$ cat config.mk
export PLATFORM = sky130hd
export DESIGN_NAME = div_unit
export DESIGN_NICKNAME = d
export VERILOG_FILES = /design/src/rtl/div_unit.sv
export SDC_FILE = /design/constraint.sdc
export NUM_CORES = 1
export LEC_CHECK = 0
export ABC_CLOCK_PERIOD_IN_PS = 8800
export BUFFER_PORTS_ARGS = -buffer_cell sky130_fd_sc_hd__buf_2
export CAP_MARGIN = 20
export CORE_MARGIN = 4
export CORE_UTILIZATION = 50
export CTS_BUF_LIST = sky130_fd_sc_hd__clkbuf_4
export CTS_CLUSTER_SIZE = 10
export DETAILED_ROUTE_END_ITERATION = 12
export PLACE_DENSITY = 0.82
export REMOVE_ABC_BUFFERS = 1
export SYNTH_ARGS = -nofsm -noshare
export SYNTH_HDL_FRONTEND = slang
export SYNTH_SLANG_ARGS = --single-unit
$ cat constraint.sdc
create_clock -name clk -period 8.8 [get_ports clk]
set_input_delay 0.44 -clock clk [delete_from_list [all_inputs] [get_ports clk]]
set_output_delay 0.44 -clock clk [all_outputs]
set_load 0.02 [all_outputs]
$ cat src/rtl/div_unit.sv
// div_unit: iterative restoring divider, one quotient bit per clock.
// Signed operands are converted to magnitudes at capture and the signs are
// re-applied on the last step; result_o is {remainder, quotient}.
// Optional feature macro: DIV_ZERO_FAST_EN -- when defined, a zero divisor
// skips the iteration through the BYZERO state and returns an all-zero result.
module div_unit #(
    parameter int DATA_W = 32
) (
    input  logic                  clk,
    input  logic                  rst,
    input  logic                  start_i,
    input  logic                  annul_i,
    input  logic                  signed_i,
    input  logic [DATA_W-1:0]     opdata1_i,
    input  logic [DATA_W-1:0]     opdata2_i,
    output logic [2*DATA_W-1:0]   result_o,
    output logic                  ready_o
);

    localparam logic [5:0]        CNT_LAST = 6'(DATA_W - 1);
    localparam logic [DATA_W-1:0] ONE      = DATA_W'(1);

`ifdef DIV_ZERO_FAST_EN
    typedef enum logic [1:0] {
        IDLE   = 2'd0,
        BYZERO = 2'd1,
        ON     = 2'd2,
        END    = 2'd3
    } state_t;
`else
    typedef enum logic [1:0] {
        IDLE   = 2'd0,
        ON     = 2'd2,
        END    = 2'd3
    } state_t;
`endif

    state_t state_reg;
    state_t state_next;

    logic [5:0]          cnt_reg;
    logic [DATA_W-1:0]   dividend_reg;   // dividend bits shift out, quotient bits shift in
    logic [DATA_W-1:0]   divisor_reg;
    logic [DATA_W-1:0]   rem_reg;        // partial remainder
    logic                quo_neg_reg;
    logic                rem_neg_reg;
    logic [2*DATA_W-1:0] result_reg;
    logic                ready_reg;

    // control strobes decoded from the current state
    logic capture;
    logic step;
    logic finish;
    logic zero_result;
    logic ready_next;

    // datapath combinational values
    logic                op1_neg;
    logic                op2_neg;
    logic [DATA_W-1:0]   mag1;
    logic [DATA_W-1:0]   mag2;
    logic [DATA_W:0]     shifted;
    logic                ge;
    logic [DATA_W-1:0]   new_rem;
    logic [DATA_W-1:0]   q_step;
    logic [DATA_W-1:0]   q_final;
    logic [DATA_W-1:0]   r_final;

    // state register; reset overrides every request
    always_ff @(posedge clk) begin
        if (rst) begin
            state_reg <= IDLE;
        end else begin
            state_reg <= state_next;
        end
    end

    // next-state logic; annul_i always wins, a falling start_i only matters in END
    always_comb begin
        state_next = state_reg;
        case (state_reg)
            IDLE: begin
                if (start_i && !annul_i) begin
`ifdef DIV_ZERO_FAST_EN
                    state_next = (opdata2_i == '0) ? BYZERO : ON;
`else
                    state_next = ON;
`endif
                end
            end
`ifdef DIV_ZERO_FAST_EN
            BYZERO: begin
                state_next = annul_i ? IDLE : END;
            end
`endif
            ON: begin
                if (annul_i) begin
                    state_next = IDLE;
                end else if (cnt_reg == CNT_LAST) begin
                    state_next = END;
                end
            end
            END: begin
                if (annul_i || !start_i) begin
                    state_next = IDLE;
                end
            end
            default: state_next = IDLE;
        endcase
    end

    // output decode: datapath strobes, and ready follows entry into / stay in END
    always_comb begin
        capture     = 1'b0;
        step        = 1'b0;
        finish      = 1'b0;
        zero_result = 1'b0;
        case (state_reg)
            IDLE: capture = start_i && !annul_i;
`ifdef DIV_ZERO_FAST_EN
            BYZERO: zero_result = !annul_i;
`endif
            ON: begin
                step   = !annul_i;
                finish = !annul_i && (cnt_reg == CNT_LAST);
            end
            default: ;
        endcase
        ready_next = (state_next == END);
    end

    // operand magnitudes, one restoring step and final sign correction
    always_comb begin
        op1_neg = signed_i && opdata1_i[DATA_W-1];
        op2_neg = signed_i && opdata2_i[DATA_W-1];
        mag1    = op1_neg ? (~opdata1_i + ONE) : opdata1_i;
        mag2    = op2_neg ? (~opdata2_i + ONE) : opdata2_i;

        shifted = {rem_reg, dividend_reg[DATA_W-1]};
        // the top bit set means the shifted remainder already exceeds any divisor
        ge      = shifted[DATA_W] || (shifted[DATA_W-1:0] >= divisor_reg);
        new_rem = ge ? (shifted[DATA_W-1:0] - divisor_reg) : shifted[DATA_W-1:0];
        q_step  = {dividend_reg[DATA_W-2:0], ge};

        q_final = quo_neg_reg ? (~q_step + ONE) : q_step;
        r_final = rem_neg_reg ? (~new_rem + ONE) : new_rem;
    end

    // datapath registers: capture, iterate, and latch the finished result
    always_ff @(posedge clk) begin
        if (rst) begin
            cnt_reg      <= '0;
            dividend_reg <= '0;
            divisor_reg  <= '0;
            rem_reg      <= '0;
            quo_neg_reg  <= 1'b0;
            rem_neg_reg  <= 1'b0;
            result_reg   <= '0;
            ready_reg    <= 1'b0;
        end else begin
            ready_reg <= ready_next;
            if (capture) begin
                cnt_reg      <= '0;
                dividend_reg <= mag1;
                divisor_reg  <= mag2;
                rem_reg      <= '0;
                quo_neg_reg  <= op1_neg ^ op2_neg;
                rem_neg_reg  <= op1_neg;
            end else if (step) begin
                cnt_reg      <= cnt_reg + 6'd1;
                dividend_reg <= q_step;
                rem_reg      <= new_rem;
            end
            if (finish) begin
                result_reg <= {r_final, q_final};
            end else if (zero_result) begin
                result_reg <= '0;
            end
        end
    end

    assign result_o = result_reg;
    assign ready_o  = ready_reg;

endmodule

==> impl_metrics.csv <==
group,metric,value,unit
timing,period_share,60.1,%
min_path,hold_depth,2,
synth,synth_cell_types,90,
synth,synth-simple-area-share,24.7,%
layout,utilization,55.6,%
timing,setup-violations-final,0,
layout,multi_input_area,7930,µm²
synth,synth_area_per_cell,7.44,µm²
synth,ys_warn_count,0,
synth,synth_top_area_share,28.7,%
timing,finClkSkew,0.0395,ns
layout,fillers,2254,
synth,yosysTopAreaCell,"dfxtp_1",
grt,antenna_found_initial,1,
synth,synth_top_family_by_area,"compound AO/OA/AOI/OAI gates",
critical_path,critPathMaxStageDelay,0.69,ns
timing,fin_crit,5.29,ns
critical_path,crit_arrival,5.84,ns
timing,slew_viol_final,0,
pwr,ir_worst_vdd,0.0814,mV
placed_design,portBuffers,133,
grt,grt_pass1_wl,56200,µm
synth,yosysMostFrequentCell,"nand2_1",
synth,ys.flop_type,"dfxtp_1",
floorplan,ios,134,
pwr,power.leakage,4.94,nW
floorplan,die_x,162,µm
synth,synth-edff-count,0,
floorplan,dieArea,26400,µm²
clock_network,cts_hold_buf,0,
timing,worst_pin_slew,0.972,ns
synth,synth_area_leaders,"dfxtp_1, nand2_1, nor2_1",
synth,synth_xor_area_share,8.59,%
timing,max_freq,189,MHz
placed_design,gp_congestion,0.969,
flow_run,drv_cap,0,
layout,fin_cells,2002,
placed_design,dp_slack,3.64,ns
route,routed_wl,35600,µm
clock_network,path_clk_slew,0.18,ns
critical_path,crit_type,"reg2reg",
floorplan,core_area,23500,µm²
layout,drive_above_1_share,13.1,%
grt,grt_pass1_vias,11000,
critical_path,worstPathRequired,9.35,ns
critical_path,cp-end-kind,"register",
synth,synth_adder_area_share,4.05,%
route,vias_per_cell,6.13,
layout,largest_reg_flops,64,
grt,overflow,0,
route,ant_nets,0,
clock_network,cts_buffer_depth,2,
route,remaining_drc_errors,0,
grt,grt_max_degree,92,
clock_network,worstSkewPairLatency,0.62,ns
route,drtIter0Drc,1176,
clock_network,tritoncts,"yes",
layout,fin_nets,1776,
critical_path,crit_slowest_cell,"inv_2",
floorplan,initial_core_util,50.8,%
synth,synthCells,1603,
clock_network,post-cts-setup-buffers,0,
timing,max_slew_margin,35.2,%
synth,synthTopCellsByCount,"nand2_1, nor2_1, dfxtp_1, a21oi_1, o21ai_0",
layout,final_area,13100,µm²
route,routedWlPerCell,17.8,µm
route,dr_total_vias,12300,
timing,worst_slack,3.51,ns
layout,syn2layout_area_growth,9.45,%
route,first_pass_iters,6,
critical_path,worst_r2r_path_depth,17,
synth,synth_area,11900,µm²
timing,hold_violations,0,
pwr,power.density,162,nW/µm²
clock_network,clock-root-buffer,"clkbuf_4",
run_status,outcome,"finished, final reports clean",
clock_network,htree_levels,4,
clock_network,cts-buffers-inserted,17,
placed_design,placed_cell_area,12700,µm²
critical_path,cp_max_fo,42,
floorplan,row_count,56,
grt,track_usage,25.9,%
clock_network,cts_resized,0,
placed_design,dpl.cell_count,1969,
timing,rsz0062_at_grt,"false",
synth,synth_compound_area_share,26.9,%
synth,ys_seq_area_share,28.7,%
synth,ys_seq_elements,171,
critical_path,crit_path_start_kind,"register",
clock_network,cts.sinks,171,
critical_path,crit_chain,"ha_1 -> a21oi_2 -> o21ai_1 -> a21oi_1 -> a31o_2 -> nand2_2 -> inv_2 -> ha_1 -> nand2_1 -> or2_2 -> or4_1 -> o21ai_1 -> nand2_1 -> a21oi_1 -> xnor2_1 -> nand2_1 -> a21oi_1",
min_path,hold_path.class,"in2reg",
synth,synthMuxAreaShare,1.97,%
layout,final-seq-area,3420,µm²
floorplan,die_h,162,µm
synth,synthArstFlopShare,0,%
placed_design,hpwl,26100,µm
-- report_power, final --
| part | total (mW) | internal [mW] | switching (mW) |
|---|---|---|---|
| combinational | 0.765 | 0.266 | 0.498 |
| clock | 0.526 | 0.167 | 0.359 |
| sequential | 0.830 | 0.801 | 0.0289 |
-- metal layers --
layer | global-route usage, % | vias up | share of wire, %
li1 | - | 5977 | -
met3 | 3.62 | 90 | 6.7
met2 | 43.3 | 488 | 47
met5 | 0 | - | 0
met4 | 8.96 | 0 | 3.2
met1 | 34.5 | 5727 | 43
-- final timing paths --
check / startpoint / to / slack, ns
worst max register to register: rem_reg[8] / result_o[30] / 3.51
worst min register to register: result_o[24] / result_o[24] / 0.46
worst min-delay path: annul_i / state_reg[1] / 0.03
worst max-delay path: rem_reg[8] / result_o[30] / 3.51
-- through the flow --
stage / total power, mW / hold WS, ns / TNS, ns
after floorplan: 1.38 / 0.426 / -0.0465
after global placement: 1.57 / 0.439 / 0
after detailed placement: 1.59 / 0.442 / 0
after CTS: 2.11 / 0.0129 / 0
after global routing: 2.23 / 0.0166 / 0
final: 2.12 / 0.0316 / 0
-- cells by family (layout without fill, tap and decap cells) --
family	Yosys count	count (layout)
flops	171	171
compound gates	473	473
mux	22	22
fa+ha+maj	38	38
simple gates	632	632
other cells	0	1
buf+inv	150	229
xor+xnor	117	117
-- placed cells by master (no fill, tap or decap), types with 49 or more instances in the layout --
cell / Yosys / routed
dfxtp_1: 171 / 171
a211oi_1: 80 / 80
o21ai_0: 82 / 82
a21oi_1: 123 / 123
inv_1: 49 / 49
xnor2_1: 49 / 49
nand2_1: 211 / 211
buf_2: 17 / 132
xor2_1: 68 / 68
nor2_1: 201 / 201
-- cell type report --
type / instances / area share (%)
diodes: 1 / 0.0192
clock buffers: 17 / 0.977
clock inverters: 15 / 1.71
inverters: 51 / 1.47
multi-input cells: 1282 / 60.7
flip-flops and latches: 171 / 26.2
well taps: 319 / 3.06
repair buffers: 146 / 5.86
-- critical path: cells and delay by family (launching register included) --
| family | cells | cell delay, ns |
|---|---|---|
| simple gates | 6 | 1.48 |
| flops | 1 | 0.48 |
| compound gates | 7 | 1.76 |
| xor+xnor | 1 | 0.15 |
| fa+ha+maj | 2 | 0.69 |
| buf+inv | 1 | 0.69 |
No activity file was read; power rests on OpenSTA's default activity.
